<file path="config.mk">
export PLATFORM = sky130hd
export DESIGN_NAME = sdram_tester
export DESIGN_NICKNAME = d
export VERILOG_FILES = /design/src/rtl/sdram_tester.sv
export SDC_FILE = /design/constraint.sdc
export NUM_CORES = 1
export LEC_CHECK = 0
export ABC_AREA = 1
export BUFFER_PORTS_ARGS = -buffer_cell sky130_fd_sc_hd__buf_2
export CAP_MARGIN = 10
export CORE_ASPECT_RATIO = 0.9
export CORE_MARGIN = 5
export CORE_UTILIZATION = 30
export CTS_BUF_LIST = sky130_fd_sc_hd__clkbuf_2
export DETAILED_ROUTE_END_ITERATION = 8
export GPL_TIMING_DRIVEN = 0
export MAX_ROUTING_LAYER = met4
export SLEW_MARGIN = 15
export SYNTH_ARGS = -nofsm -noshare
export SYNTH_HDL_FRONTEND = slang
export SYNTH_SLANG_ARGS = --single-unit
</file>
<file path="constraint.sdc">
create_clock -name Clk -period 2.6 [get_ports Clk]
set_clock_uncertainty 0.15 [all_clocks]
set_input_delay 0.52 -clock Clk [delete_from_list [all_inputs] [get_ports Clk]]
set_output_delay 0.52 -clock Clk [all_outputs]
set_load 0.005 [all_outputs]
</file>
<file path="src/rtl/sdram_tester.sv">
// Bus-master pattern tester for the SDRAM controller host port.
// Fills an address range with a pattern, or reads it back and counts mismatches.
module sdram_tester #(
   parameter int ACCESS_CYCLES = 8,
   parameter int RD_LATENCY    = 6
) (
   input  logic        Clk,
   input  logic        Reset,
   input  logic [2:0]  Addr,
   input  logic [15:0] DataWr,
   output logic [15:0] DataRd,
   input  logic        En,
   input  logic        Rd,
   input  logic        Wr,
   output logic [22:0] MAddr,
   output logic [15:0] MDataWr,
   input  logic [15:0] MDataRd,
   output logic        MEn,
   output logic        MRd,
   output logic        MWr,
   output logic        MIdle,
   output logic        Busy
);

   localparam int CW = (ACCESS_CYCLES > 2) ? $clog2(ACCESS_CYCLES) : 1;
   localparam logic [CW-1:0] WLOAD  = CW'(ACCESS_CYCLES - 2);
   localparam logic [CW-1:0] SAMPLE = CW'(ACCESS_CYCLES - 1 - RD_LATENCY);

   typedef enum logic [1:0] {IDLE, SETUP, ISSUE, WAIT} state_t;

   state_t        state, state_n;
   logic [15:0]   addr_lo;
   logic [6:0]    addr_hi;
   logic [15:0]   count;
   logic [15:0]   seed;
   logic          mode, inc;
   logic          done, error, aborted, abort_pend;
   logic [15:0]   errcnt, erraddr, errdata;
   logic [22:0]   waddr;
   logic [15:0]   remain;
   logic [15:0]   pat;
   logic [CW-1:0] wcnt;
   logic [15:0]   rdata;

   logic busy, wr_en, ctrl_wr, start, abort_req, last;

   assign busy      = (state != IDLE);
   assign wr_en     = En & Wr;
   assign ctrl_wr   = wr_en && (Addr == 3'd4);
   assign start     = ctrl_wr && DataWr[0] && !busy;
   assign abort_req = ctrl_wr && DataWr[3] && busy;
   assign last      = (remain == 16'd1) || abort_pend || abort_req;

   always_ff @(posedge Clk) begin
      if (Reset) state <= IDLE;
      else       state <= state_n;
   end

   // SETUP gives the loaded working registers one cycle before the first strobe
   always_comb begin
      state_n = state;
      case (state)
         IDLE:    if (start) state_n = SETUP;
         SETUP:   state_n = ISSUE;
         ISSUE:   state_n = WAIT;
         WAIT:    if (wcnt == '0) state_n = last ? IDLE : ISSUE;
         default: state_n = IDLE;
      endcase
   end

   always_ff @(posedge Clk) begin
      if (Reset) begin
         addr_lo    <= '0;
         addr_hi    <= '0;
         count      <= '0;
         seed       <= '0;
         mode       <= 1'b0;
         inc        <= 1'b0;
         done       <= 1'b0;
         error      <= 1'b0;
         aborted    <= 1'b0;
         abort_pend <= 1'b0;
         errcnt     <= '0;
         erraddr    <= '0;
         errdata    <= '0;
         waddr      <= '0;
         remain     <= '0;
         pat        <= '0;
         wcnt       <= '0;
      end else begin
         if (wr_en && !busy) begin
            case (Addr)
               3'd0:    addr_lo <= DataWr;
               3'd1:    addr_hi <= DataWr[6:0];
               3'd2:    count   <= DataWr;
               3'd3:    seed    <= DataWr;
               default: ;
            endcase
         end
         if (start) begin
            mode       <= DataWr[1];
            inc        <= DataWr[2];
            done       <= 1'b0;
            error      <= 1'b0;
            aborted    <= 1'b0;
            abort_pend <= 1'b0;
            errcnt     <= '0;
            erraddr    <= '0;
            errdata    <= '0;
            waddr      <= {addr_hi, addr_lo};
            remain     <= count;
            pat        <= seed;
         end
         if (abort_req) abort_pend <= 1'b1;
         if (state == ISSUE) wcnt <= WLOAD;
         if (state == WAIT) begin
            wcnt <= wcnt - 1'b1;
            if (mode && wcnt == SAMPLE && MDataRd != pat) begin
               if (errcnt != 16'hFFFF) errcnt <= errcnt + 16'd1;
               error <= 1'b1;
               if (!error) begin
                  erraddr <= waddr[15:0];
                  errdata <= MDataRd;
               end
            end
            if (wcnt == '0) begin
               waddr  <= waddr + 23'd1;
               pat    <= inc ? pat + 16'd1 : pat;
               remain <= remain - 16'd1;
               if (last) begin
                  done       <= 1'b1;
                  aborted    <= abort_pend | abort_req;
                  abort_pend <= 1'b0;
               end
            end
         end
      end
   end

   always_comb begin
      rdata = '0;
      case (Addr)
         3'd0:    rdata = addr_lo;
         3'd1:    rdata = {9'd0, addr_hi};
         3'd2:    rdata = count;
         3'd3:    rdata = seed;
         3'd4:    rdata = {10'd0, inc, mode, aborted, error, done, busy};
         3'd5:    rdata = errcnt;
         3'd6:    rdata = erraddr;
         default: rdata = errdata;
      endcase
   end

   assign DataRd  = (En && Rd) ? rdata : 16'd0;
   assign MAddr   = waddr;
   assign MDataWr = pat;
   assign MEn     = busy;
   assign MRd     = (state == ISSUE) && mode;
   assign MWr     = (state == ISSUE) && !mode;
   assign MIdle   = (state == IDLE);
   assign Busy    = busy;

endmodule

</file>
==> impl_metrics.env, run 1 <==
export IMPL_synth_compound_area_share_pct=21.1
export IMPL_synth_simple_area_share_pct=29.0
export IMPL_nets=1660
export IMPL_grt_pass1_vias=9593
export IMPL_rsz0062_at_grt="true"
export IMPL_viasPerCell=5.33
export IMPL_power_leakage_uw=0.00485
export IMPL_ir_drop_mv=0.224
export IMPL_slew_headroom_pct=26.5
export IMPL_required_ns=1.93
export IMPL_final_cell_mix="nand2_1 (315), nor2_1 (219), inv_1 (149)"
export IMPL_synth_xor_area_share_pct=0.846
export IMPL_critPathCaptureType="primary output"
export IMPL_reg2reg_from="wcnt[0]"
export IMPL_synth_avg_cell_area_um2=6.48
export IMPL_worstPathMaxFanout=10
export IMPL_synth_nets=1485
export IMPL_final_common_cell="nand2_1"
export IMPL_ys_ff_latch=169
export IMPL_clock_latency_ns=0.81
export IMPL_grt_pass1_wl_um=58900
export IMPL_cts_buffers=17
export IMPL_antenna_found_initial=1
export IMPL_power_density_nw_per_um2=401
export IMPL_period_minus_slack_ns=2.67
export IMPL_synthAdderAreaFrac_pct=1.07
export IMPL_rrSetupSlack_ns=0.06
export IMPL_post_dp_cell_area_um2=10300
export IMPL_grt_max_degree=17
export IMPL_ys_seq_area_share_pct=36.3
export IMPL_yosys_most_used_dff="dfxtp_1"
export IMPL_violations="setup timing"
export IMPL_root_buffer="clkbuf_2"
export IMPL_rr_worst_depth=9
export IMPL_clockBufferDepth=2
export IMPL_status="complete, but fails checks"
export IMPL_setup_slack_ns=-0.0657
export IMPL_core_area_um2=30800
export IMPL_synthCells=1437
export IMPL_min_from="Addr[0]"
export IMPL_vias=10800
export IMPL_syn_area_um2=9320
export IMPL_fp_dieW_um=196
export IMPL_worstHoldPathType="input pin to register"
export IMPL_final_cell_area_um2=11600
export IMPL_place_congestion=0.981
export IMPL_ant_nets=0
export IMPL_start_util_pct=30.3
export IMPL_critPathKind="input pin to primary output"
export IMPL_area_delta_synth_final_pct=24.3
export IMPL_reg2reg_to="MAddr[7]"
export IMPL_grt_overflow=0
export IMPL_fin_cells=2034
export IMPL_drtIter0Drc=1353
export IMPL_finalPower_uw=4640
export IMPL_worst_pin_slew_ns=1.10
export IMPL_dpl_hpwl_um=30300
export IMPL_drive_gt1_share_pct=22.4
export IMPL_fmax_ghz=0.375
export IMPL_synth_warnings=0
export IMPL_start_kind="input pin"
export IMPL_drc=0
export IMPL_maxSlewViolCount=0
export IMPL_grt_usage_pct=23.0
export IMPL_hold_viol=0
export IMPL_firstDrtPassIters=6
export IMPL_dp_cells=1944
export IMPL_finalWirelength_um=40200
export IMPL_async_reset_ff_share_pct=0
export IMPL_die_h_um=177
export IMPL_synth_cell_types=40
export IMPL_rows=61
export IMPL_synthMuxAreaShare_pct=0
export IMPL_setup_violations=7
export IMPL_hold_path_endpoint="state[0]"
export IMPL_h_tree_depth=4
export IMPL_cap_violations=0
export IMPL_avgRoutedWirePerCell_um=19.7
export IMPL_cts_tree="built"
export IMPL_min_period_over_period_pct=103
export IMPL_ios=100
export IMPL_die_area_um2=34700
export IMPL_synth_edff_count=0
export IMPL_port_buffers=98
export IMPL_clk_pin_slew_worst_paths_ns=0.23
export IMPL_synth_top_family_by_area="simple AND/OR/NAND/NOR gates"
export IMPL_worstPathArrival_ns=2.00
export IMPL_hold_depth=6
export IMPL_numClockSinks=169
sequential cells by signal (all words and copies together) (netlist names):
signal,flops
MDataWr,16
aborted,1
state,2
addr_lo,16
done,1
addr_hi,7
errdata,16
erraddr,16
error,1
seed,16
count,16
errcnt,16
abort_pend,1
wcnt,3
inc,1
MAddr,23
remain,16
mode,1
synth_stat cells, types with 9 or more instances:
library cell	count	area, um^2
a21oi_1	115	576
a221oi_1	11	96.3
a31oi_1	15	93.8
buf_2	22	110
buf_6	14	158
clkbuf_1	24	90.1
dfxtp_1	169	3380
inv_1	177	664
nand2_1	318	1190
nand3_1	49	245
nand4_1	17	106
nor2_1	226	848
nor3_1	21	105
o211ai_1	9	67.6
o21ai_0	139	696
o221ai_1	15	131
o22ai_1	24	150
xor2_1	9	78.8
through the flow:
step                      hold slack [ns]  utilization, %  setup slack (ns)  setup TNS (ns)
after floorplan                     0.289               -             0.524               0
after detailed placement            0.319            33.5            -0.680           -5.88
after CTS                          0.0475            36.6           -0.0604         -0.0905
after global routing                0.160            37.7            -0.119          -0.610
after global placement              0.305            33.5            -0.679           -6.03
final                               0.170            37.7           -0.0657          -0.215
report_power, final:
| group | switching, uW | internal, uW |
|---|---|---|
| sequential | 47.3 | 2640 |
| combinational | 421 | 223 |
| clock | 1040 | 261 |
| total | 1510 | 3130 |
cell type report:
class,count,area [um^2]
Fill cell,3324,19200
Multi-Input combinational cell,1018,5270
Sequential cell,169,3460
Timing Repair Buffer,156,1010
Inverter,186,721
Tap cell,409,512
Buffer,64,424
Clock inverter,13,96.3
Clock buffer,18,90.1
Antenna cell,1,2.50
logic make-up (layout without fill, tap and decap cells):
family                   after synthesis  count (layout)
flip-flops                           169             169
buffers and inverters                250             437
AO/OA/AOI/OAI                        348             348
adder cells (fa/ha/maj)                8               8
XOR/XNOR                               9               9
other                                  0               1
AND/OR/NAND/NOR                      653             653
critical path, cell delays in order:
cell and delay (ns):
buf_4 0.17, clkinvlp_4 0.18, nand3_4 0.12, inv_1 0.11
buf_6 0.20, a221oi_4 0.43, a21oi_2 0.11, buf_2 0.15
routing by layer:
layer | global-route usage (%) | share of wire [%] | vias up
met2 | 34.1 | 43 | 617
met1 | 32.2 | 44 | 5085
met5 | - | 0 | -
li1 | - | - | 5061
met4 | 5.50 | 2.5 | 0
met3 | 4.64 | 10 | 76
how the worst max path moves through the flow:
stage	startpoint	to	slack [ns]	cells after the start
CTS	seed[12]	DataRd[12]	-0.06	5
floorplan	Addr[2]	DataRd[10]	0.52	6
detailed placement	Addr[2]	DataRd[12]	-0.68	8
global placement	Addr[2]	DataRd[12]	-0.68	8
global route	seed[12]	DataRd[12]	-0.12	5
finish	Addr[2]	DataRd[12]	-0.07	8
repair_timing:
item / 4_1_cts / 5_1_grt
hold buffers: 33 / 0
pin swaps: 18 / 33
setup buffers: 8 / 17
setup endpoints to repair: 17 / 18
resized for setup: 115 / 81
hold endpoints to repair: 74 / 0
(Power assumes the default switching activity.)
==> run 2: changes to the inputs <==
==> constraint.sdc (replaced) <==
create_clock -name Clk -period 2.6 [get_ports Clk]
set_clock_uncertainty 0.15 [all_clocks]
set_input_delay 0.26 -clock Clk [delete_from_list [all_inputs] [get_ports Clk]]
set_output_delay 0.26 -clock Clk [all_outputs]
set_load 0.005 [all_outputs]
==> impl_metrics.env, run 2 (synthesis results as in run 1) <==
export IMPL_slowest_stage="dfxtp_1"
export IMPL_die_h_um=177
export IMPL_grt_pass1_wl_um=58300
export IMPL_clockBufferDepth=2
export IMPL_die_area_um2=34700
export IMPL_antenna_found_initial=1
export IMPL_clock_latency_ns=0.82
export IMPL_critical_path_top_delay_family="compound AO/OA/AOI/OAI gates"
export IMPL_critPathKind="register to primary output"
export IMPL_cts_tree="built"
export IMPL_ios=100
export IMPL_finalPower_uw=4600
export IMPL_power_leakage_uw=0.00467
export IMPL_firstDrtPassIters=7
export IMPL_root_buffer="clkbuf_2"
export IMPL_fillers=3389
export IMPL_core_area_um2=30800
export IMPL_cap_violations=0
export IMPL_start_kind="register"
export IMPL_numClockSinks=169
export IMPL_grt_max_degree=17
export IMPL_setup_violations=0
export IMPL_nets=1646
export IMPL_seq_area_um2=3390
export IMPL_avgRoutedWirePerCell_um=19.6
export IMPL_clk_pin_slew_worst_paths_ns=0.26
export IMPL_final_common_cell="nand2_1"
export IMPL_min_period_over_period_pct=97.7
export IMPL_port_buffers=98
export IMPL_grt_overflow=0
export IMPL_critPathMaxStageDelay_ns=0.39
export IMPL_hold_viol=0
export IMPL_ant_nets=0
export IMPL_worstHoldPathType="input pin to register"
export IMPL_grt_pass1_vias=9503
export IMPL_largest_reg_flops=23
export IMPL_dpl_hpwl_um=30300
export IMPL_post_dp_cell_area_um2=10300
export IMPL_start_util_pct=30.3
export IMPL_drtIter0Drc=1395
export IMPL_fin_setup_tns_ns=0
export IMPL_worstPathBufferInverterCount=2
export IMPL_period_minus_slack_ns=2.54
export IMPL_startpoint="errcnt[14]"
export IMPL_area_delta_synth_final_pct=18.4
export IMPL_vias=10600
export IMPL_final_cell_area_um2=11000
export IMPL_required_ns=2.19
export IMPL_multiInputGateArea_um2=4930
export IMPL_slew_headroom_pct=29.5
export IMPL_worstPathMaxFanout=4
export IMPL_fmax_ghz=0.394
export IMPL_ir_drop_mv=0.223
export IMPL_place_congestion=0.981
export IMPL_viasPerCell=5.23
export IMPL_worst_pin_slew_ns=1.06
export IMPL_path_cells="inv_1, o22ai_1, a221oi_1, a21oi_1, buf_2"
export IMPL_cts_buffers=17
export IMPL_power_density_nw_per_um2=417
export IMPL_grt_usage_pct=22.8
export IMPL_finalWirelength_um=39700
export IMPL_drive_gt1_share_pct=13.3
export IMPL_maxSlewViolCount=0
export IMPL_final_cell_mix="nand2_1 (318), nor2_1 (225), inv_1 (177)"
export IMPL_rows=61
export IMPL_rsz0062_at_grt="false"
export IMPL_fp_dieW_um=196
export IMPL_drc=0
export IMPL_min_from="En"
export IMPL_critPathCaptureType="primary output"
export IMPL_reg2reg_from="wcnt[0]"
export IMPL_hold_ws_ns=0.0490
export IMPL_h_tree_depth=4
export IMPL_status="finished, final reports clean"
export IMPL_worstPathArrival_ns=2.13
run 2: cell types whose count changed in the layout (fill, tap and decap cells not counted), moves of 8 or more:
cell / before / now
dfxtp_1: 121 / 167
dfxtp_2: 43 / 2
inv_1: 149 / 177
buf_4: 30 / 6
inv_2: 28 / 7
o21ai_0: 123 / 137
dlygate4sd3_1: 33 / 42
o22ai_1: 16 / 24
o22ai_2: 8 / 0
run 2: worst paths after layout:
path | endpoint | cells past startpoint | slack [ns]
setup / recovery | DataRd[14] | 5 | 0.06
hold / removal | count[2] | 7 | 0.05
setup reg to reg | MAddr[7] | 9 | 0.06
hold reg to reg | error | 2 | 0.35
run 2: cell type report:
cell class / instances / area share [%]
tap: 409 / 4.64
buffer: 64 / 3.52
timing repair buffer: 142 / 8.40
inverter: 186 / 6.34
sequential: 169 / 30.7
clock inverter: 13 / 0.874
clock buffer: 18 / 0.817
multi-input combinational: 1018 / 44.7
antenna: 1 / 0.0227
run 2: tightest hold or removal path, cell delays in order:
cell and delay [ns]:
buf_2 0.14, nand2_1 0.14, nor2_1 0.07, inv_2 0.12, nor2_4 0.06, o21ai_0 0.15, a21oi_1 0.05
run 2: through the flow:
stage               setup WS (ns)  std cells  utilization [%]
floorplan                   0.913       1437                -
finish                     0.0591       2020             35.9
CTS                       0.00260       2017             35.7
global placement           -0.159       1944             33.5
detailed placement         -0.160       1944             33.5
global route             0.000326       2020             35.9
run 2: report_power, final:
group          internal (uW)  switching, uW
registers               2640           45.8
clock network            261           1060
logic                    201            390
total                   3110           1490
run 2: repair_timing:
item                                    in CTS  in global routing
endpoints found under the setup margin       6                  6
hold buffers                                42                  0
endpoints found under the hold margin       80                  0
resized for setup                            9                  9
setup buffers                                0                  2
pin swaps                                    0                  2
run 2: layer usage:
layer / part of all wire (%) / global-route usage (%) / vias to the layer above
met2: 43 / 33.9 / 509
met3: 9.5 / 4.49 / 55
met1: 45 / 32.2 / 4976
met5: 0 / - / -
li1: - / - / 5023
met4: 1.8 / 5.03 / 0
==> run 3: changes to the inputs <==
--- a/config.mk
+++ b/config.mk
@@ -5,7 +5,6 @@
 export SDC_FILE = /design/constraint.sdc
 export NUM_CORES = 1
 export LEC_CHECK = 0
-export ABC_AREA = 1
 export BUFFER_PORTS_ARGS = -buffer_cell sky130_fd_sc_hd__buf_2
 export CAP_MARGIN = 10
 export CORE_ASPECT_RATIO = 0.9
==> impl_metrics.env, run 3 <==
export IMPL_status="complete, but fails checks"
export IMPL_violations="setup timing"
export IMPL_setup_violations=4
export IMPL_firstDrtPassIters=8
export IMPL_root_buffer="clkbuf_2"
export IMPL_fp_dieW_um=192
export IMPL_nets=1325
export IMPL_dpl_hpwl_um=30200
export IMPL_fillers=3116
export IMPL_synth_avg_cell_area_um2=8.08
export IMPL_antenna_found_initial=5
export IMPL_clock_latency_ns=0.79
export IMPL_worstPathMaxFanout=10
export IMPL_wl_met2_um=16500
export IMPL_start_util_pct=30.1
export IMPL_synth_warnings=0
export IMPL_top_layer_used="met4"
export IMPL_fmax_ghz=0.362
export IMPL_slew_headroom_pct=27.0
export IMPL_core_area_um2=29700
export IMPL_cap_violations=0
export IMPL_worst_pin_slew_ns=1.10
export IMPL_die_h_um=174
export IMPL_ys_ff_latch=169
export IMPL_synth_commonest_cells="dfxtp_1 (169), nor2_1 (125), nand2_1 (101), a21oi_1 (100), nand3_1 (63)"
export IMPL_cts_buffers=17
export IMPL_grt_overflow=0
export IMPL_final_cell_mix="dfxtp_1 (146), buf_2 (128), nor2_1 (122)"
export IMPL_power_leakage_uw=0.00393
export IMPL_period_minus_slack_ns=2.76
export IMPL_clockBufferDepth=2
export IMPL_synth_top_area_share_pct=37.8
export IMPL_hold_viol=0
export IMPL_drc=0
export IMPL_clk_pin_slew_worst_paths_ns=0.27
export IMPL_rows=60
export IMPL_required_ns=2.19
export IMPL_start_kind="input pin"
export IMPL_synth_edff_count=0
export IMPL_place_congestion=1.06
export IMPL_grt_usage_pct=23.9
export IMPL_ant_nets=0
export IMPL_synthCells=1106
export IMPL_drtIter0Drc=1406
export IMPL_min_period_over_period_pct=106
export IMPL_drive_gt1_share_pct=21.3
export IMPL_die_area_um2=33400
export IMPL_critPathCaptureType="primary output"
export IMPL_ir_drop_mv=0.257
export IMPL_power_density_nw_per_um2=422
export IMPL_m1WireLength_um=17200
export IMPL_setup_slack_ns=-0.162
export IMPL_multiInputGateArea_um2=5260
export IMPL_ios=100
export IMPL_synth_area_leaders="dfxtp_1 (38%), a21oi_1 (5.6%), mux2i_1 (5.3%)"
export IMPL_rsz0062_at_grt="true"
export IMPL_final_common_cell="dfxtp_1"
export IMPL_maxSlewViolCount=0
export IMPL_h_tree_depth=4
export IMPL_yosys_area_top_type="dfxtp_1"
export IMPL_synth_nets=1154
export IMPL_grt_pass1_vias=8957
export IMPL_async_reset_ff_share_pct=0
export IMPL_finalWirelength_um=40200
export IMPL_port_buffers=97
export IMPL_wl_met3_um=4960
export IMPL_area_delta_synth_final_pct=23.3
export IMPL_yosys_most_used_dff="dfxtp_1"
export IMPL_grt_pass1_wl_um=57800
export IMPL_seq_area_um2=3420
export IMPL_ys_seq_area_share_pct=37.8
export IMPL_worstHoldPathType="input pin to register"
export IMPL_syn_area_um2=8940
export IMPL_vias=9950
export IMPL_grt_max_degree=17
export IMPL_cts_tree="built"
export IMPL_critPathKind="input pin to primary output"
export IMPL_finish_utilization_pct=37.2
export IMPL_largest_reg_flops=23
export IMPL_avgRoutedWirePerCell_um=23.7
export IMPL_viasPerCell=5.86
export IMPL_worstPathArrival_ns=2.35
export IMPL_synth_cell_types=74
export IMPL_hold_ws_ns=0.115
export IMPL_numClockSinks=169
export IMPL_synth_most_common_cell="dfxtp_1"
run 3: cell count changes in the layout (fill, tap and decap cells not counted), moves of 16 or more:
cell      change
dfxtp_1      -21
o22ai_1      -16
dfxtp_2      +17
mux2i_1      +46
o21ai_0     -104
inv_1       -160
nor2_1      -103
nand2_1     -217
o211ai_1     +33
run 3: final cells by class:
cell class              count  share of cell area [%]
repair buffers            154                    9.34
clock inverters            14                    1.41
clock buffers              18                   0.817
inverters                  18                   0.613
flip-flops and latches    169                    31.0
well taps                 403                    4.57
diodes                      4                  0.0908
multi-input cells         822                    47.7
plain buffers              95                    4.41
run 3: stage by stage:
| stage | TNS (ns) | setup slack (ns) | cell area (um^2) | cells | total power, uW |
|---|---|---|---|---|---|
| global route | -0.905 | -0.245 | 11000 | 1697 | 4780 |
| CTS | -0.0894 | -0.0863 | 10800 | 1683 | 4620 |
| finish | -0.377 | -0.162 | 11000 | 1697 | 4650 |
| floorplan | 0 | 0.537 | 8940 | 1106 | 2880 |
| detailed placement | -11.77 | -0.400 | 9930 | 1606 | 3080 |
| global placement | -9.30 | -0.449 | 9930 | 1606 | 3080 |
run 3: what timing repair did:
item | 4_1_cts | 5_1_grt
resized for setup | 50 | 54
pin swaps | 3 | 5
hold buffers | 43 | 1
setup buffers | 3 | 10
endpoints found under the setup margin | 67 | 80
endpoints found under the hold margin | 80 | 2
run 3: logic make-up (layout without fill, tap and decap cells):
family | Yosys count | count (layout) | share of synthesized area (%)
DFF | 169 | 169 | 37.8
AOI/OAI and AO/OA | 309 | 309 | 23.0
and+or+nand+nor | 431 | 431 | 23.8
buffers and inverters | 115 | 299 | 5.65
muxes | 56 | 56 | 6.77
adders and majority gates | 8 | 8 | 1.12
other | 0 | 4 | 0
xor gates and xnor gates | 18 | 18 | 1.76
run 3: worst max-delay path, cell delays in order:
cell      delay (ns)
buf_2           0.12
buf_2           0.19
buf_2           0.25
nor2_1          0.60
a221oi_1        0.20
a21oi_1         0.20
a221oi_1        0.07
nor2_1          0.29
buf_2           0.18
run 3: layer usage:
metal | global-route usage (%) | up-vias
li1 | - | 4481
met1 | 33.4 | 4760
met2 | 32.6 | 606
met3 | 6.44 | 103
met4 | 9.22 | 0
met5 | - | -
run 3: final timing paths:
kind / start / depth (start not counted) / to / slack (ns)
hold / removal: DataWr[10] / 4 / count[10] / 0.12
setup reg to reg: wcnt[0] / 9 / remain[0] / 0.09
setup / recovery: Addr[0] / 9 / DataRd[13] / -0.16
hold reg to reg: done / 2 / done / 0.33
run 3: power by group:
group / internal [uW] / switching, uW
clock network: 527 / 1010
registers: 2610 / 26.8
logic: 166 / 310
total: 3310 / 1350
